**config.mk**
```make
export PLATFORM = sky130hd
export DESIGN_NAME = onehot_pulse_decoder
export DESIGN_NICKNAME = d
export VERILOG_FILES = /design/src/rtl/onehot_pkg.sv /design/src/rtl/pend_buf.sv /design/src/rtl/onehot_pulse_decoder.sv
export SDC_FILE = /design/constraint.sdc
export NUM_CORES = 1
export LEC_CHECK = 0
export BUFFER_PORTS_ARGS = -buffer_cell sky130_fd_sc_hd__buf_2
export CORE_MARGIN = 4
export CORE_UTILIZATION = 36
export DETAILED_ROUTE_END_ITERATION = 16
export GPL_TIMING_DRIVEN = 0
export PLACE_DENSITY = 0.67
export SYNTH_ARGS = -nofsm -noshare
export SYNTH_HDL_FRONTEND = slang
export SYNTH_SLANG_ARGS = --single-unit
```
**constraint.sdc**
```tcl
create_clock -name i_clk -period 3.69 [get_ports i_clk]
set_input_delay 0 -clock i_clk [delete_from_list [all_inputs] [get_ports i_clk]]
set_output_delay 0 -clock i_clk [all_outputs]
set_load 0.01 [all_outputs]
```
**src/rtl/onehot_pkg.sv**
```systemverilog
// Shared types and helpers for one-hot producers and consumers.
package onehot_pkg;

  // Widest one-hot vector any client may request.
  localparam int unsigned MaxSize = 256;

  typedef enum logic [1:0] {
    StIdle,
    StHold,
    StGap
  } state_e;

  // Ceiling log2; returns 0 for value <= 1.
  function automatic int unsigned clog2(input int unsigned value);
    int unsigned res;
    res = 0;
    for (int i = 0; i < 32; i++) begin
      if ((64'd1 << i) < 64'(value)) res = i + 1;
    end
    return res;
  endfunction

  // Binary code to one-hot; callers truncate to their own width.
  function automatic logic [MaxSize-1:0] code_to_onehot(input logic [7:0] code);
    logic [MaxSize-1:0] oh;
    oh = '0;
    oh[code] = 1'b1;
    return oh;
  endfunction

endpackage

```
**src/rtl/pend_buf.sv**
```systemverilog
// One-entry holding register with full flag; write wins over read.
module pend_buf #(
  parameter int unsigned W = 3
) (
  input  logic         i_clk,
  input  logic         i_rst,
  input  logic         i_wr,
  input  logic         i_rd,
  input  logic [W-1:0] i_data,
  output logic [W-1:0] o_data,
  output logic         o_full
);

  logic [W-1:0] r_data;
  logic         r_full;

  // Capture on write, release on read.
  always_ff @(posedge i_clk) begin
    if (i_rst) begin
      r_data <= '0;
      r_full <= 1'b0;
    end else if (i_wr) begin
      r_data <= i_data;
      r_full <= 1'b1;
    end else if (i_rd) begin
      r_full <= 1'b0;
    end
  end

  assign o_data = r_data;
  assign o_full = r_full;

endmodule

```
**src/rtl/onehot_pulse_decoder.sv**
```systemverilog
// Decodes handshaked binary codes into timed one-hot pulses followed by a zero gap.
module onehot_pulse_decoder
  import onehot_pkg::*;
#(
  parameter int unsigned SIZE = 8,
  parameter int unsigned HOLD = 4,
  parameter int unsigned GAP  = 1,
  localparam int unsigned W   = clog2(SIZE)
) (
  input  logic            i_clk,
  input  logic            i_rst,
  input  logic [W-1:0]    i_in,
  input  logic            i_in_valid,
  output logic            o_in_ready,
  output logic [SIZE-1:0] o_out,
  output logic            o_out_valid,
  output logic            o_busy,
  output logic            o_err
);

  localparam int unsigned MaxHoldGap = (HOLD > GAP) ? HOLD : GAP;
  localparam int unsigned CW         = clog2(MaxHoldGap + 1);
  localparam logic [CW-1:0] HoldLoad = CW'(HOLD - 1);
  localparam logic [CW-1:0] GapLoad  = CW'((GAP > 0) ? GAP - 1 : 0);

  state_e          r_state, w_state_d;
  logic [CW-1:0]   r_cnt, w_cnt_d;
  logic [W-1:0]    r_cur, w_cur_d;
  logic [SIZE-1:0] r_out, w_out_d;
  logic            r_out_valid;
  logic            r_busy, w_busy_d;
  logic            r_err, w_err_d;

  logic            w_accept;
  logic            w_in_ok;
  logic            w_pend_ok;
  logic            w_pend_wr;
  logic            w_pend_rd;
  logic            w_pend_full;
  logic            w_pend_full_d;
  logic [W-1:0]    w_pend_data;
  logic            w_load;

  assign o_in_ready = !w_pend_full && !i_rst;
  assign w_accept   = i_in_valid && o_in_ready;
  assign w_in_ok    = 32'(i_in) < SIZE;
  assign w_pend_ok  = 32'(w_pend_data) < SIZE;

  pend_buf #(
    .W(W)
  ) u_pend_buf (
    .i_clk (i_clk),
    .i_rst (i_rst),
    .i_wr  (w_pend_wr),
    .i_rd  (w_pend_rd),
    .i_data(i_in),
    .o_data(w_pend_data),
    .o_full(w_pend_full)
  );

  // Next-state: count down HOLD/GAP, then pick up the pending code or a same-edge accept.
  always_comb begin
    w_state_d = r_state;
    w_cnt_d   = r_cnt;
    w_cur_d   = r_cur;
    w_err_d   = 1'b0;
    w_pend_wr = 1'b0;
    w_pend_rd = 1'b0;
    w_load    = 1'b0;

    unique case (r_state)
      StIdle: w_load = 1'b1;
      StHold: begin
        if (r_cnt == '0) begin
          if (GAP > 0) begin
            w_state_d = StGap;
            w_cnt_d   = GapLoad;
            w_pend_wr = w_accept;
          end else begin
            w_load = 1'b1;
          end
        end else begin
          w_cnt_d   = r_cnt - CW'(1);
          w_pend_wr = w_accept;
        end
      end
      StGap: begin
        if (r_cnt == '0) begin
          w_load = 1'b1;
        end else begin
          w_cnt_d   = r_cnt - CW'(1);
          w_pend_wr = w_accept;
        end
      end
      default: w_state_d = StIdle;
    endcase

    // Pending code has priority; in_ready keeps a fresh accept from coinciding with it.
    if (w_load) begin
      w_state_d = StIdle;
      w_cnt_d   = '0;
      if (w_pend_full) begin
        w_pend_rd = 1'b1;
        if (w_pend_ok) begin
          w_cur_d   = w_pend_data;
          w_state_d = StHold;
          w_cnt_d   = HoldLoad;
        end else begin
          w_err_d = 1'b1;
        end
      end else if (w_accept) begin
        if (w_in_ok) begin
          w_cur_d   = i_in;
          w_state_d = StHold;
          w_cnt_d   = HoldLoad;
        end else begin
          w_err_d = 1'b1;
        end
      end
    end

    w_pend_full_d = w_pend_wr || (w_pend_full && !w_pend_rd);
    w_busy_d      = (w_state_d != StIdle) || w_pend_full_d;
    w_out_d       = (w_state_d == StHold) ? SIZE'(code_to_onehot(8'(w_cur_d))) : '0;
  end

  // State and registered outputs.
  always_ff @(posedge i_clk) begin
    if (i_rst) begin
      r_state     <= StIdle;
      r_cnt       <= '0;
      r_cur       <= '0;
      r_out       <= '0;
      r_out_valid <= 1'b0;
      r_busy      <= 1'b0;
      r_err       <= 1'b0;
    end else begin
      r_state     <= w_state_d;
      r_cnt       <= w_cnt_d;
      r_cur       <= w_cur_d;
      r_out       <= w_out_d;
      r_out_valid <= (w_state_d == StHold);
      r_busy      <= w_busy_d;
      r_err       <= w_err_d;
    end
  end

  assign o_out       = r_out;
  assign o_out_valid = r_out_valid;
  assign o_busy      = r_busy;
  assign o_err       = r_err;

endmodule

```
Word-level counts from Yosys, hierarchy flattened
Cells that the tools add are included.
- add/sub/neg operators: 1
- order comparisons: 2
- equal/unequal tests: 4
- multiplexer cells: 24
- bitwise logic cells: 1
- reductions and logical operators: 17
- operator list (cell ; count):
    $mux W3 ; 6
    $lt A3 B9 Y1 const B ; 1
    $mux W1 ; 9
    $mux W2 ; 4
    $pmux W3 S2 ; 1
    $eq A2 B1 Y1 const B ; 2
    $logic_and A1 B1 Y1 ; 4
    $pmux W1 S2 ; 2
    $pmux W2 S2 ; 1
    $reduce_bool A2 Y1 ; 2
    $reduce_or A2 Y1 ; 2
    $demux W1 S3 ; 1
    $ge A3 B1 Y1 const B ; 1
    $logic_not A1 Y1 ; 3
    $logic_not A3 Y1 ; 1
    $ne A3 B3 Y1 const B ; 1
    $reduce_bool A3 Y1 ; 1
    $sub A3 B1 Y3 const B ; 1
    $eq A2 B2 Y1 const B ; 1
    $logic_not A2 Y1 ; 1
    $logic_or A1 B1 Y1 ; 2
    $reduce_and A2 Y1 ; 1
    $not A1 Y1 ; 1
- bits in registers: 22
- input bits: 6
- output and inout port bits: 12
- logic and storage cells: 57

Logic depth before layout (Yosys ltp)
- depth in word-level cells: 10
- mapped depth: 7
- gate-level depth less buffers: 6

By module
A second synthesis with hierarchy kept.
- cell total of the unflattened synthesis: 104
- area, all modules: 1039.7 sq um
- by module, submodules not included (module ; times used ; cells an instance ; area each (sq um) ; sequential area each (sq um)):
    onehot_pulse_decoder ; 1 ; 91 ; 903.4 ; 360.3
    pend_buf ; 1 ; 13 ; 136.4 ; 80.1

Least setup slack after synthesis
No wires, ideal clock.
- path kind: reg2reg
- start: register r_state[0]
- end: register r_out[4], in the netlist o_out[4]
- setup time: 0.117 ns
- arrival: 1.677 ns
- required time: 3.573 ns
- path slack: 1.896 ns
- stages on the path, launching flop included: 8
- path buffers: 2
- period minus slack after synthesis: 1.794 ns
- cells stage by stage: dfxtp_1 > ha_1 > clkbuf_1 > nor2_1 > and4_1 > a211oi_1 > buf_2 > and4b_1
- longest elaborated chain between the ends: 7
- elaborated cells on any way between the ends: 17
- those cells by class: order compare (2); eq/ne (3); mux (7); bitwise (1); reduce/logical (4)
- RTL lines (what ; RTL line ; source):
    start: declaration ; onehot_pulse_decoder.sv:26 ; state_e r_state, w_state_d;
    start signal: assignment ; onehot_pulse_decoder.sv:130 ; r_state <= StIdle;
    start signal: assignment ; onehot_pulse_decoder.sv:138 ; r_state <= w_state_d;
    $eq A2 B2 Y1 / $logic_not A2 Y1 (equally long branches) ; onehot_pulse_decoder.sv:71 ; unique case (r_state)
    $pmux W1 S2 / $reduce_or A2 Y1 (equally long branches) ; n/a ;
    $mux W3 / $pmux W2 S2 (equally long branches) ; onehot_pulse_decoder.sv:99, onehot_pulse_decoder.sv:71 ;
    $lt A3 B9 Y1 (implied by the code) (tied with other cells) ; onehot_pkg.sv:27 ; oh[code] = 1'b1;
    $logic_and A1 B1 Y1 (implied by the code) / $eq A2 B1 Y1 (equally long branches) ; onehot_pkg.sv:27, onehot_pulse_decoder.sv:124 ;
    $mux W1 (implied by the code) / $not A1 Y1 (equally long branches) ; n/a ;
    $demux W1 S3 / $reduce_or A2 Y1 (equally long branches) ; n/a ;
    end signal: assignment ; onehot_pulse_decoder.sv:141 ; r_out <= w_out_d;
    end: declaration ; onehot_pulse_decoder.sv:29 ; logic [SIZE-1:0] r_out, w_out_d;
Parallel ways exist; a longest one is shown, timed or not.
A chain may end at the register's enable or synchronous reset.

Worst setup path in the final report
Same ends and word-level chain as after synthesis.

==> summary.txt <==
Timing
  – Endpoints failing setup: 0
  – Sum of negative setup slack: 0 ns
  – Final cycle utilization of the critical path: 56.9%
  – RSZ-0062 raised after global routing: no
  – Slew Limit Fails: 0
  – Clock Skew: 0.00192 ns
  – Highest Clock Rate: 0.476 GHz
  – Clock period minus worst slack: 2.10 ns
  – Hold Vio Cnt, Final: 0
  – Fin worst setup slack: 1.59 ns

Place
  – Placed wire-length estimate: 1.63 mm
  – DP Area: 1220 sq um
  – Routability cong.: 0.789
  – Port bufs: 15
  – Dpl ws: 1.62 ns

Floorplanning
  – Initial Util: 38.8%
  – I/O pins: 18
  – Die area: 4020 sq um
  – DIE WIDTH: 63.4 microns
  – Die height: 63.4 microns
  – Row count: 19
  – Core ar.: 2850 sq um

Yosys
  – Post-Syn Area: 1110 sq um
  – Synthesized net count: 117
  – Simple-Gate Fraction of Synth Area: 22.3%
  – Seq/Total Area, Yosys: 39.8%
  – Post-synthesis mux area share: 0%
  – #FFs+latches synth: 22
  – FFs w/ async S/R, synth: 0%
  – Synth Area in Adders: 6.79%
  – Synthesized area per cell: 10.5 sq um
  – YS warnings: 0
  – Most used DFF post-synth: dfxtp_1
  – Cells after Synth: 105
  – Largest family of logic cells by synthesized area: compound AO/OA/AOI/OAI gates
  – Area fraction in compound gates after synthesis: 25.2%
  – Post-synthesis cell type count: 38
  – EDFF count, synth: 0
  – XOR/XNOR Fraction of Synth Area: 0%

Pwr
  – Share of power burned in the clock network: 35.2%
  – Pwr dens: 408 nW/um^2
  – Internal power: 397 uW
  – Comb pwr share: 17.7%
  – Sw frac: 25.8%
  – Psw: 138 uW
  – Lkg Pwr: 0.527 nW
  – VDD IR max: 0.168 mV
  – Sequential share of power: 47.1%

Clocking
  – Clock slew at reported path FFs: 0.13 ns
  – Later-pin clock latency in the skew report: 0.31 ns
  – # clock sinks: 22
  – CTS root buffer: clkbuf_4
  – Setup bufs post-CTS: 0
  – CTS tree: yes
  – CTS Buffer Depth: 2
  – CTS buffer count: 3
  – Htree depth: 1

Setup path
  – Largest driver fanout on the critical path: 10
  – CP Launch Type: register
  – Critical setup path kind: register to register
  – Critical path capture point type: register
  – Critical Path Slowest Stage Cell: dfxtp_1
  – Arr. time, crit path: 2.33 ns
  – Max incr delay on CP: 0.45 ns
  – Critical-path cell list: ha_1 -> clkbuf_1 -> nor2_1 -> and4_1 -> a211oi_1 -> buf_2 -> and4b_1
  – Worst path required time: 3.92 ns

Worst hold path
  – Worst hold path class: primary input to register

GRT
  – First-pass GRT wire length: 3.99 mm
  – Initial antenna violation count: 0
  – GR Overflow Total: 0
  – Largest net degree at the start of global routing: 14
  – Global-route usage over all layers: 12.6%
  – Number of global-route vias before repair: 887

Status
  – Outcome: finished clean

Cells and area
  – Finished Cell Area: 1310 sq um
  – Area Growth Syn to Fin: 18.7%
  – Layout Nets: 141
  – N_diodes: 0
  – Layout cells sized above 1: 28.1%

Route
  – Via density per instance: 5.50
  – Initial DRC count: 42
  – Total number of vias: 875
  – Routed WL: 2.21 mm
  – Antenna Nets Post-Route: 0
  – Post-DR wirelength/cell: 13.9 microns
  – TritonRoute pass-1 iters: 4
  – Number of remaining DRC errors: 0

Job
  – Max Cap Viol: 0
-- through the flow --
| step | hold WS (ns) | power, mW | cells | util [%] |
|---|---|---|---|---|
| 2_1_floorplan | 0.148 | 0.328 | 105 | - |
| 6_report | 0.153 | 0.536 | 159 | 46.0 |
| 3_3_place_gp | 0.202 | 0.346 | 151 | 42.8 |
| 3_5_place_dp | 0.205 | 0.349 | 151 | 42.8 |
| 4_1_cts | 0.144 | 0.540 | 159 | 46.0 |
| 5_1_grt | 0.145 | 0.563 | 159 | 46.0 |
-- cells by family after synthesis --
group                    after synthesis
AND/OR/NAND/NOR                       33
AO/OA/AOI/OAI                         30
flip-flops                            22
buffers and inverters                 13
adder cells (fa/ha/maj)                6
other                                  1
-- layout make-up --
cell class | count | area [sq um]
plain buffers | 5 | 31.3
clock buffers | 3 | 22.5
clock inverters | 1 | 30.0
fillers | 269 | 1540
inverters | 8 | 30.0
multi-input cells | 70 | 604
flip-flops and latches | 22 | 440
well taps | 31 | 38.8
repair buffers | 19 | 115
-- placed cells by master, fill, tap and decap left out, types with 2 or more instances in the layout --
cell and instances:
clkbuf_1 2, nor4b_2 4, nand3_1 5, nor3_1 3
a22oi_1 2, clkbuf_4 3, and4b_1 2, nand2b_1 2
a211oi_1 3, o22a_1 3, nor4_2 2, o21ai_0 5
inv_1 7, nor2_1 8, a21oi_1 5, ha_1 6
dfxtp_1 22, buf_2 16, dlygate4sd3_1 4, o22ai_4 3
-- power groups by stage --
stage / clock, mW / combinational (mW) / sequential [mW]
4_1_cts: 0.193 / 0.0948 / 0.252
6_report: 0.189 / 0.0948 / 0.252
3_3_place_gp: 0 / 0.0889 / 0.257
5_1_grt: 0.205 / 0.103 / 0.254
2_1_floorplan: 0 / 0.0689 / 0.259
3_5_place_dp: 0 / 0.0908 / 0.258
-- sequential cells by signal, indices dropped and copies added (netlist names) --
| register | count |
|---|---|
| o_out | 8 |
| u_pend_buf.o_data | 3 |
| o_out_valid | 1 |
| u_pend_buf.o_full | 1 |
| r_cnt | 3 |
| r_cur | 3 |
| r_state | 2 |
| o_busy | 1 |
-- critical path, delay by kind of cell (launching register included) --
kind | cells | cell delay (ns)
AND/OR/NAND/NOR | 3 | 0.51
AO/OA/AOI/OAI | 1 | 0.32
buffers and inverters | 2 | 0.57
adder cells (fa/ha/maj) | 1 | 0.17
flip-flops | 1 | 0.45
-- routing by layer --
layer / share of wire, % / track usage [%] / wire length [microns] / up-vias
met5: 0 / 0 / 0 / -
met4: 2.7 / 7.28 / 59 / 0
met3: 2.8 / 2.13 / 62 / 4
met2: 48 / 21.4 / 1070 / 16
met1: 46 / 14.8 / 1020 / 415
li1: - / - / - / 440
-- worst paths after layout --
check | startpoint | end | slack [ns] | cells after the start
hold reg to reg | u_pend_buf.o_data[1] | u_pend_buf.o_data[1] | 0.49 | 2
hold / removal | i_in_valid | u_pend_buf.o_data[1] | 0.15 | 4
setup / recovery | r_state[0] | o_out[4] | 1.59 | 7
setup reg to reg | r_state[0] | o_out[4] | 1.59 | 7
-- synthesized netlist by cell type, types with 2 or more instances --
cell type  instances  area [sq um]
nor3_1             3          15.0
o21ai_0            5          25.0
dfxtp_1           22           440
a21oi_1            5          25.0
nand2b_1           2          12.5
a211oi_1           3          22.5
ha_1               6          75.1
o22a_1             3          26.3
nor4_2             2          25.0
nor4b_2            4          60.1
clkbuf_1           2          7.51
and4b_1            2          20.0
o22ai_4            3          60.1
nand3_1            5          25.0
nor2_1             8          30.0
a22oi_1            2          15.0
inv_1              7          26.3
-- repair_timing --
action,CTS,global route
hold buffers,4,0
endpoints found under the hold margin,5,0
resized for setup,0,0
Note: power is estimated with default switching activity, not from simulation.
